### src/rtl/mcpu_pkg.sv
// Shared definitions for the multi-cycle MIPS-subset controller:
// opcodes, FSM state encodings, ALU function codes and PC source codes.
package mcpu_pkg;

    // Opcodes (IR[31:26])
    localparam logic [5:0] OP_ADD  = 6'b000000;
    localparam logic [5:0] OP_SUB  = 6'b000001;
    localparam logic [5:0] OP_ADDI = 6'b000010;
    localparam logic [5:0] OP_OR   = 6'b010000;
    localparam logic [5:0] OP_AND  = 6'b010001;
    localparam logic [5:0] OP_ORI  = 6'b010010;
    localparam logic [5:0] OP_SLT  = 6'b100110;
    localparam logic [5:0] OP_SW   = 6'b110000;
    localparam logic [5:0] OP_LW   = 6'b110001;
    localparam logic [5:0] OP_BEQ  = 6'b110100;
    localparam logic [5:0] OP_J    = 6'b111000;
    localparam logic [5:0] OP_JR   = 6'b111001;
    localparam logic [5:0] OP_JAL  = 6'b111010;
    localparam logic [5:0] OP_HALT = 6'b111111;

    // FSM states; HALT is tracked by a separate flag and reports as ID
    typedef enum logic [2:0] {
        S_IF     = 3'b000,
        S_ID     = 3'b001,
        S_EXE_LS = 3'b010,
        S_MEM    = 3'b011,
        S_WB_LD  = 3'b100,
        S_EXE_BR = 3'b101,
        S_EXE_AL = 3'b110,
        S_WB_AL  = 3'b111
    } state_e;

    // ALU function codes
    localparam logic [2:0] ALU_ADD = 3'b000;
    localparam logic [2:0] ALU_SUB = 3'b001;
    localparam logic [2:0] ALU_SLT = 3'b010;
    localparam logic [2:0] ALU_OR  = 3'b011;
    localparam logic [2:0] ALU_AND = 3'b100;

    // PC source select codes
    localparam logic [1:0] PC_NEXT   = 2'b00;
    localparam logic [1:0] PC_BRANCH = 2'b01;
    localparam logic [1:0] PC_RS     = 2'b10;
    localparam logic [1:0] PC_JUMP   = 2'b11;

    // ALU function required by an opcode; non-ALU opcodes fall back to add
    function automatic logic [2:0] alu_op_of(input logic [5:0] op);
        logic [2:0] res;
        case (op)
            OP_SUB, OP_BEQ: res = ALU_SUB;
            OP_SLT:         res = ALU_SLT;
            OP_OR, OP_ORI:  res = ALU_OR;
            OP_AND:         res = ALU_AND;
            default:        res = ALU_ADD;
        endcase
        return res;
    endfunction

endpackage

### src/rtl/ctrl_decode.sv
// Combinational opcode -> instruction-class decoder.
module ctrl_decode
    import mcpu_pkg::*;
#(
    parameter int OPW = 6
) (
    input  logic [OPW-1:0] opcode_i,
    output logic           is_rtype_o,
    output logic           is_alu_o,
    output logic           is_ls_o,
    output logic           is_branch_o,
    output logic           is_jump_o,
    output logic           is_illegal_o
);

    // Classify the opcode; anything not in the instruction set is illegal
    always_comb begin
        is_rtype_o   = 1'b0;
        is_alu_o     = 1'b0;
        is_ls_o      = 1'b0;
        is_branch_o  = 1'b0;
        is_jump_o    = 1'b0;
        is_illegal_o = 1'b0;
        case (opcode_i)
            OP_ADD, OP_SUB, OP_OR, OP_AND, OP_SLT: begin
                is_rtype_o = 1'b1;
                is_alu_o   = 1'b1;
            end
            OP_ADDI, OP_ORI: is_alu_o    = 1'b1;
            OP_SW, OP_LW:    is_ls_o     = 1'b1;
            OP_BEQ:          is_branch_o = 1'b1;
            OP_J, OP_JR, OP_JAL: is_jump_o = 1'b1;
            OP_HALT:         is_illegal_o = 1'b0;
            default:         is_illegal_o = 1'b1;
        endcase
    end

endmodule

### src/rtl/multi_cycle_ctrl.sv
// Multi-cycle control FSM: sequences IF/ID/EXE/MEM/WB per opcode and
// drives PC, IR, register file, ALU and data-memory controls.
module multi_cycle_ctrl
    import mcpu_pkg::*;
#(
    parameter int OPW = 6,
    parameter int STW = 3
) (
    input  logic           clk,
    input  logic           rst_n,
    input  logic [OPW-1:0] opcode,
    input  logic           zero,
    output logic           PCWre,
    output logic           IRWre,
    output logic           RegWre,
    output logic           WrRegData,
    output logic           RegOut,
    output logic           ALUSrcB,
    output logic           ExtSel,
    output logic [2:0]     ALUOp,
    output logic [1:0]     PCSrc,
    output logic           mRD,
    output logic           mWR,
    output logic           DBDataSrc,
    output logic [STW-1:0] state,
    output logic           instr_done
);

    state_e state_q, state_d;
    logic   halt_q, halt_d;

    logic is_rtype_s, is_alu_s, is_ls_s, is_branch_s, is_jump_s, is_illegal_s;
    logic is_lw_s, is_jal_s, is_jr_s, is_halt_s, is_ori_s, imm_src_s;
    logic active_s;

    logic       pcwre_s, irwre_s, regwre_s, wrregdata_s, regout_s;
    logic       alusrcb_s, extsel_s, mrd_s, mwr_s, dbsrc_s, done_s;
    logic [2:0] aluop_s;
    logic [1:0] pcsrc_s;

    ctrl_decode #(.OPW(OPW)) u_decode (
        .opcode_i     (opcode),
        .is_rtype_o   (is_rtype_s),
        .is_alu_o     (is_alu_s),
        .is_ls_o      (is_ls_s),
        .is_branch_o  (is_branch_s),
        .is_jump_o    (is_jump_s),
        .is_illegal_o (is_illegal_s)
    );

    assign is_lw_s   = (opcode == OP_LW);
    assign is_jal_s  = (opcode == OP_JAL);
    assign is_jr_s   = (opcode == OP_JR);
    assign is_halt_s = (opcode == OP_HALT);
    assign is_ori_s  = (opcode == OP_ORI);
    assign imm_src_s = (opcode == OP_ADDI) || is_ori_s || is_ls_s;

    // Opcode-driven datapath controls are only meaningful from ID to WB
    assign active_s = (state_q != S_IF) && !halt_q;

    // State and halt flag registers; reset returns to IF at once
    always_ff @(posedge clk or negedge rst_n) begin
        if (!rst_n) begin
            state_q <= S_IF;
            halt_q  <= 1'b0;
        end else begin
            state_q <= state_d;
            halt_q  <= halt_d;
        end
    end

    // Next-state logic; halt parks the FSM in ID with the halt flag set
    always_comb begin
        state_d = state_q;
        halt_d  = halt_q;
        if (halt_q) begin
            state_d = S_ID;
            halt_d  = 1'b1;
        end else begin
            case (state_q)
                S_IF: state_d = S_ID;
                S_ID: begin
                    if (is_alu_s) begin
                        state_d = S_EXE_AL;
                    end else if (is_ls_s) begin
                        state_d = S_EXE_LS;
                    end else if (is_branch_s) begin
                        state_d = S_EXE_BR;
                    end else if (is_halt_s) begin
                        state_d = S_ID;
                        halt_d  = 1'b1;
                    end else begin
                        state_d = S_IF;
                    end
                end
                S_EXE_AL: state_d = S_WB_AL;
                S_WB_AL:  state_d = S_IF;
                S_EXE_LS: state_d = S_MEM;
                S_MEM:    state_d = is_lw_s ? S_WB_LD : S_IF;
                S_WB_LD:  state_d = S_IF;
                S_EXE_BR: state_d = S_IF;
                default:  state_d = S_IF;
            endcase
        end
    end

    // Control outputs from state and opcode, before reset qualification
    always_comb begin
        pcwre_s     = 1'b0;
        irwre_s     = 1'b0;
        regwre_s    = 1'b0;
        wrregdata_s = 1'b1;
        regout_s    = 1'b0;
        alusrcb_s   = 1'b0;
        extsel_s    = 1'b1;
        aluop_s     = ALU_ADD;
        pcsrc_s     = PC_NEXT;
        mrd_s       = 1'b0;
        mwr_s       = 1'b0;
        dbsrc_s     = 1'b0;
        done_s      = 1'b0;

        if (active_s) begin
            regout_s  = is_rtype_s;
            alusrcb_s = imm_src_s;
            extsel_s  = !is_ori_s;
            aluop_s   = alu_op_of(opcode);
        end else begin
            irwre_s = (state_q == S_IF) && !halt_q;
        end

        if (!halt_q) begin
            case (state_q)
                S_ID: begin
                    if (is_jump_s || is_illegal_s) begin
                        done_s = 1'b1;
                        if (is_jal_s) begin
                            regwre_s    = 1'b1;
                            wrregdata_s = 1'b0;
                            pcsrc_s     = PC_JUMP;
                        end else if (is_jr_s) begin
                            pcsrc_s = PC_RS;
                        end else if (is_jump_s) begin
                            pcsrc_s = PC_JUMP;
                        end else begin
                            pcsrc_s = PC_NEXT;
                        end
                    end else begin
                        done_s = 1'b0;
                    end
                end
                S_EXE_BR: begin
                    done_s  = 1'b1;
                    pcsrc_s = zero ? PC_BRANCH : PC_NEXT;
                end
                S_MEM: begin
                    if (is_lw_s) begin
                        mrd_s   = 1'b1;
                        dbsrc_s = 1'b1;
                    end else begin
                        mwr_s  = 1'b1;
                        done_s = 1'b1;
                    end
                end
                S_WB_LD: begin
                    regwre_s = 1'b1;
                    dbsrc_s  = 1'b1;
                    done_s   = 1'b1;
                end
                S_WB_AL: begin
                    regwre_s = 1'b1;
                    done_s   = 1'b1;
                end
                default: done_s = 1'b0;
            endcase
        end else begin
            done_s = 1'b0;
        end

        pcwre_s = done_s;
    end

    // Every output is forced low while reset is held
    assign PCWre      = rst_n & pcwre_s;
    assign IRWre      = rst_n & irwre_s;
    assign RegWre     = rst_n & regwre_s;
    assign WrRegData  = rst_n & wrregdata_s;
    assign RegOut     = rst_n & regout_s;
    assign ALUSrcB    = rst_n & alusrcb_s;
    assign ExtSel     = rst_n & extsel_s;
    assign ALUOp      = rst_n ? aluop_s : 3'b000;
    assign PCSrc      = rst_n ? pcsrc_s : 2'b00;
    assign mRD        = rst_n & mrd_s;
    assign mWR        = rst_n & mwr_s;
    assign DBDataSrc  = rst_n & dbsrc_s;
    assign instr_done = rst_n & done_s;
    assign state      = rst_n ? state_q : S_IF;

endmodule

### config.mk
export PLATFORM = sky130hd
export DESIGN_NAME = multi_cycle_ctrl
export DESIGN_NICKNAME = d
export VERILOG_FILES = /design/src/rtl/mcpu_pkg.sv /design/src/rtl/ctrl_decode.sv /design/src/rtl/multi_cycle_ctrl.sv
export SDC_FILE = /design/constraint.sdc
export NUM_CORES = 1
export LEC_CHECK = 0
export ABC_AREA = 1
export BUFFER_PORTS_ARGS = -buffer_cell sky130_fd_sc_hd__buf_2
export CELL_PAD_IN_SITES_DETAIL_PLACEMENT = 1
export CELL_PAD_IN_SITES_GLOBAL_PLACEMENT = 1
export CORE_UTILIZATION = 32
export CTS_CLUSTER_SIZE = 20
export DETAILED_ROUTE_END_ITERATION = 8
export PLACE_DENSITY = 0.84
export SLEW_MARGIN = 20
export SYNTH_ARGS = -nofsm -noshare
export SYNTH_HDL_FRONTEND = slang
export SYNTH_SLANG_ARGS = --single-unit
### constraint.sdc
create_clock -name clk -period 1.7 [get_ports clk]
set_input_delay 0.17 -clock clk [delete_from_list [all_inputs] [get_ports clk]]
set_output_delay 0.17 -clock clk [all_outputs]
set_load 0.005 [all_outputs]
==> results of run 1 <==
==> worst max-delay path, stage by stage, from the launching register on <==
cell and delay [ns]:
dfrtp_2 0.45, nor2_4 0.14, nand2_2 0.10, inv_2 0.10, nand3_1 0.09, a211oi_2 0.17, buf_2 0.14
==> layout make-up <==
| class | instances | area, sq um |
|---|---|---|
| Timing Repair Buffer | 30 | 160 |
| Multi-Input combinational cell | 87 | 465 |
| Inverter | 26 | 97.6 |
| Fill cell | 304 | 1060 |
| Clock buffer | 3 | 22.5 |
| Sequential cell | 4 | 105 |
| Tap cell | 27 | 33.8 |
==> worst max path at each step <==
stage / from / endpoint / slack [ns] / cells after the start
after floorplan: state_q[2]$_DFF_PN0_ / instr_done / 0.38 / 7
after global placement: state_q[2]$_DFF_PN0_ / ALUSrcB / 0.27 / 5
after detailed placement: rst_n / ALUOp[1] / 0.22 / 8
after CTS: state_q[2]$_DFF_PN0_ / RegOut / 0.0004 / 5
after global routing: state_q[1]$_DFF_PN0_ / PCSrc[0] / -0.0008 / 6
final: state_q[1]$_DFF_PN0_ / PCSrc[0] / 0.09 / 6
==> registers in the layout, summed over array words and instances, names as in the netlist <==
| name | count |
|---|---|
| halt_q | 1 |
| state_q | 3 |
==> cell usage in the layout, fill, tap and decap left out <==
cell           Yosys  layout
buf_2              1      27
nor2_1            24      21
nand2_1           21      21
inv_1             17      15
inv_2              9      11
nand3_1            8       8
nor2_2             5       7
a21oi_1            6       6
nand2_2            5       5
nor2_4             3       4
o21ai_0            4       4
dfrtp_2            0       4
nor4_1             3       3
clkbuf_4           0       3
nand3_2            2       2
buf_4              1       2
nor3_2             0       1
a211oi_2           1       1
nor3_4             1       1
nand4_1            1       1
a22oi_1            1       1
a31oi_1            1       1
dlygate4sd3_1      0       1
==> layer usage <==
layer  vias to the layer above  global-route usage
met5                         -                   0
met4                         0              0.0343
met3                         2              0.0269
met2                        21               0.359
met1                       417               0.241
li1                        431                   -
==> through the flow <==
step | utilization | hold WS [ns] | power [uW] | cell area (sq um) | setup TNS, ns
floorplan | - | -0.126 | 138 | 658 | 0
global placement | 0.419 | 0.000249 | 169 | 815 | 0
detailed placement | 0.419 | 0.00794 | 171 | 815 | 0
CTS | 0.436 | 0.342 | 293 | 847 | 0
global route | 0.456 | 0.369 | 308 | 885 | -0.000798
finish | 0.456 | 0.327 | 294 | 885 | 0
==> power by group <==
part / switching [uW] / internal (uW)
clock network: 42.4 / 79.2
logic: 50.9 / 26.2
registers: 0 / 95.7
==> kinds of logic after synthesis <==
group                  synth area share
DFF                               0.152
buffers and inverters             0.167
and+or+nand+nor                   0.565
AOI/OAI and AO/OA                 0.116
==> repair_timing <==
action | in CTS | in global routing
resized for setup | 1 | 10
hold buffers | 1 | 0
buffers inserted | 0 | 2
pin swaps | 0 | 1
endpoints found under the setup margin | 2 | 11
hold endpoints to repair | 4 | 0
==> qor.csv, run 1 <==
metric;value;unit
Placer Congestion;0.809;
final cell count without fillers;177;
DRT iter0 DRCs;11;
Reg2Reg Depth;5;
Max Clock Skew;0.000277;ns
final WL;2.13;mm
die height;47.4;um
PortBufs;27;
clock buffer depth;2;
min-delay src;opcode[2];
Post-synth ARST share;1.00;
first-pass GRT wire length;3.13;mm
R2R Setup Slk;0.50;ns
DR WL/cell;12.1;um
synth warn;0;
Setup crit start kind;flip-flop;
Synth area leader;dfrtp_1;
Crit. End Element;primary output;
cts bufs inserted;3;
Post-synth EDFFs;0;
DRC viols;0;
Top Layer Used;met4;
power density over the cells;333;nW/um^2
area grow syn2layout;34.4;%
# H-tree levels;1;
CTS tree;done;
die area;2240;sq um
Total GRT Usage;0.195;
Crit Path Class;flip-flop to primary output;
met2 WL;1.11;mm
critical path arrival;1.44;ns
Die Wd;47.4;um
worst hold endpoint;halt_q$_DFF_PN0_;
Distinct cells, synth;21;
#FFs+latches synth;4;
Leak;0.000478;uW
worst reg2reg endpoint;state_q[2]$_DFF_PN0_;
total core area;1940;sq um
Syn Area/Cell;5.53;sq um
met3 WL;82;um
start of the worst register-to-register path;state_q[2]$_DFF_PN0_;
main area contributors after synthesis;dfrtp_1 15%, nor2_1 14%, nand2_1 12%;
Via-to-Cell Ratio;4.92;
Syn Inst Count;119;
share of cells above drive strength 1;0.453;
sequential element share of the synthesized area;0.152;
Max-Cap Viols;0;
final worst-path setup slack;0.0904;ns
hold depth;5;
Rel. slew slack;0.785;
largest net degree at the start of global routing;9;
I/O pins;28;
Clock Sinks;4;
DR pass1 iterations;4;
Final Critical Period;1.61;ns
top cell type's share of synthesized area;0.152;
Root Driver;clkbuf_4;
Hold WC Path Type;input port to flip-flop;
WP data required;1.53;ns
Mapped Nets;128;
CP max FO;5;
wire length on met1;927;um
via count;871;
Initial Util;0.339;
maximum VDD drop;0.000241;V
Final setup viols;0;
pins over their slew limit;0;
mapped cell area;658;sq um
placed insts;171;
clk_lat worst skew;0.24;ns
Cell Rows;16;
HPWL Detailed;1.66;mm
Slew @ Worst Pin;0.320;ns
period utilisation layout;0.947;
Max Clk Rate;621;MHz
most numerous cell in the Yosys netlist;nor2_1;
top_reg_cell synth;dfrtp_1;
DP Worst Slack;0.219;ns
antenna cells;0;
vias in the first global route;752;
number of nets in the layout;161;
GRT overflow;0;
initial antenna violation count;0;
final hold vios;0;
Commonest cells post-synth;24 x nor2_1, 21 x nand2_1, 17 x inv_1, 9 x inv_2, 8 x nand3_1;
Worst-path clk slew;0.04;ns
Antenna Nets Post-Route;0;
status;completed;
(Power assumes the default switching activity.)
==> run 2: changes to the inputs <==
--- a/config.mk
+++ b/config.mk
@@ -13,6 +13,7 @@
 export CTS_CLUSTER_SIZE = 20
 export DETAILED_ROUTE_END_ITERATION = 8
 export PLACE_DENSITY = 0.84
+export SETUP_SLACK_MARGIN = 0.3
 export SLEW_MARGIN = 20
 export SYNTH_ARGS = -nofsm -noshare
 export SYNTH_HDL_FRONTEND = slang
==> run 2 against run 1 <==
Fmax down 1.8%. Clock power up 18%. Sequential share of layout area down 1.7 points. Non-clock buffer count up 8. Die area unchanged. Worst setup slack worse by 0.030 ns. Clock-buffer cell count unchanged. Power up 8.4%. Via count up 6.2%. Sequential power about the same. Core utilization up 7.0 points. Final cell count up 4.5%. Critical path type unchanged. Largest cell class unchanged. Largest power group unchanged.
==> qor.csv, run 2 (synthesis gave the netlist of run 1 again) <==
metric;value;unit
status;completed;
finished layout cell area;1020;sq um
biggest regs;state_q: 3 flops, halt_q: 1 flops;
GRT overflow;0;
most frequent cells in the layout;26 x buf_2, 20 x nand2_1, 19 x nor2_1;
DR pass1 iterations;4;
final WL;2.53;mm
Crit. End Element;primary output;
min-delay src;opcode[2];
Total GRT Usage;0.251;
worst hold endpoint;halt_q$_DFF_PN0_;
share of cells above drive strength 1;0.551;
start of the worst register-to-register path;state_q[2]$_DFF_PN0_;
die area;2240;sq um
cts bufs inserted;3;
Initial Util;0.339;
RSZ-0062 raised after global routing;true;
Clock Sinks;4;
number of nets in the layout;169;
DRC viols;0;
hold depth;5;
final hold vios;0;
Reg2Reg Depth;6;
final worst-path setup slack;0.0605;ns
I/O pins;28;
final cell count without fillers;185;
Worst-path clk slew;0.06;ns
Via-to-Cell Ratio;5.00;
CTS tree;done;
area grow syn2layout;55.1;%
Hold WC Path Type;input port to flip-flop;
critical path arrival;1.47;ns
DRT iter0 DRCs;10;
placed insts;171;
first-pass GRT wire length;3.90;mm
most common cell after layout, fill and taps aside;buf_2;
Critical Path, Cell by Cell;inv_2 -> nand2_4 -> inv_4 -> nand4_1 -> a21oi_2 -> buf_2;
pins over their slew limit;0;
# H-tree levels;1;
HPWL Detailed;1.66;mm
Setup crit start kind;flip-flop;
power density over the cells;313;nW/um^2
Reg with most FFs;state_q;
PortBufs;27;
DR WL/cell;13.7;um
maximum VDD drop;0.000209;V
R2R Setup Slk;0.30;ns
final setup TNS;0;ns
antenna cells;0;
Crit Path Class;flip-flop to primary output;
Slew @ Worst Pin;0.299;ns
Placer Congestion;0.809;
initial antenna violation count;0;
Leak;0.000520;uW
Die Wd;47.4;um
slowest stage delay, CP;0.47;ns
DP Worst Slack;0.219;ns
clk_lat worst skew;0.26;ns
largest net degree at the start of global routing;9;
number of flip-flops in the largest register;3;
worst reg2reg endpoint;state_q[2]$_DFF_PN0_;
Max Clk Rate;610;MHz
area post-placement;815;sq um
total core area;1940;sq um
WP data required;1.53;ns
Root Driver;clkbuf_4;
Max Clock Skew;0.0192;ns
Final Critical Period;1.64;ns
clock buffer depth;2;
CP max FO;5;
Antenna Nets Post-Route;0;
period utilisation layout;0.964;
Cell Rows;16;
vias in the first global route;874;
Final setup viols;0;
via count;925;
Rel. slew slack;0.800;
CP max-delay cell;dfrtp_2;
die height;47.4;um
Max-Cap Viols;0;
[run 2: worst max-delay path: cells and delay by family (launching register included)]
| family | cells | cell delay (ns) |
|---|---|---|
| DFF | 1 | 0.47 |
| buffers and inverters | 3 | 0.33 |
| and+or+nand+nor | 2 | 0.23 |
| AOI/OAI and AO/OA | 1 | 0.17 |
[run 2: metal layers]
| layer | global-route usage | vias up | part of all wire |
|---|---|---|---|
| li1 | - | 447 | - |
| met1 | 0.299 | 450 | 0.43 |
| met2 | 0.458 | 25 | 0.53 |
| met3 | 0.0308 | 3 | 0.034 |
| met4 | 0.0800 | 0 | 0.0099 |
| met5 | 0 | - | 0 |
[run 2: final cells by class]
type | instances | area, sq um
Inverter | 26 | 100
Clock buffer | 3 | 22.5
Tap cell | 27 | 33.8
Multi-Input combinational cell | 87 | 527
Fill cell | 295 | 921
Timing Repair Buffer | 38 | 234
Sequential cell | 4 | 104
[run 2: how the worst max path moves through the flow]
stage	from	to	cells past startpoint
after floorplan	state_q[2]$_DFF_PN0_	instr_done	7
after global placement	state_q[2]$_DFF_PN0_	ALUSrcB	5
after detailed placement	rst_n	ALUOp[1]	8
after CTS	state_q[0]$_DFF_PN0_	instr_done	7
after global routing	state_q[0]$_DFF_PN0_	PCWre	7
final	state_q[2]$_DFF_PN0_	instr_done	6
[run 2: report_power, final]
| part | total [uW] | switching [uW] | internal, uW |
|---|---|---|---|
| combinational | 80.1 | 53.7 | 26.4 |
| sequential | 95.4 | 0 | 95.4 |
| clock | 144 | 63.0 | 80.6 |
[run 2: timing repair]
| item | in CTS | in global routing |
|---|---|---|
| pin swaps | 6 | 9 |
| buffers inserted | 8 | 2 |
| setup endpoints to repair | 16 | 17 |
| gates resized for setup | 17 | 15 |
| hold buffers | 1 | 0 |
| endpoints found under the hold margin | 4 | 0 |
| gates cloned | 0 | 0 |
[run 2: per-stage QoR]
stage	power, uW	hold slack, ns	util
6_report	319	0.325	0.526
5_1_grt	331	0.354	0.526
4_1_cts	294	0.342	0.493
3_5_place_dp	171	0.00794	0.419
3_3_place_gp	169	0.000249	0.419
2_1_floorplan	138	-0.126	-
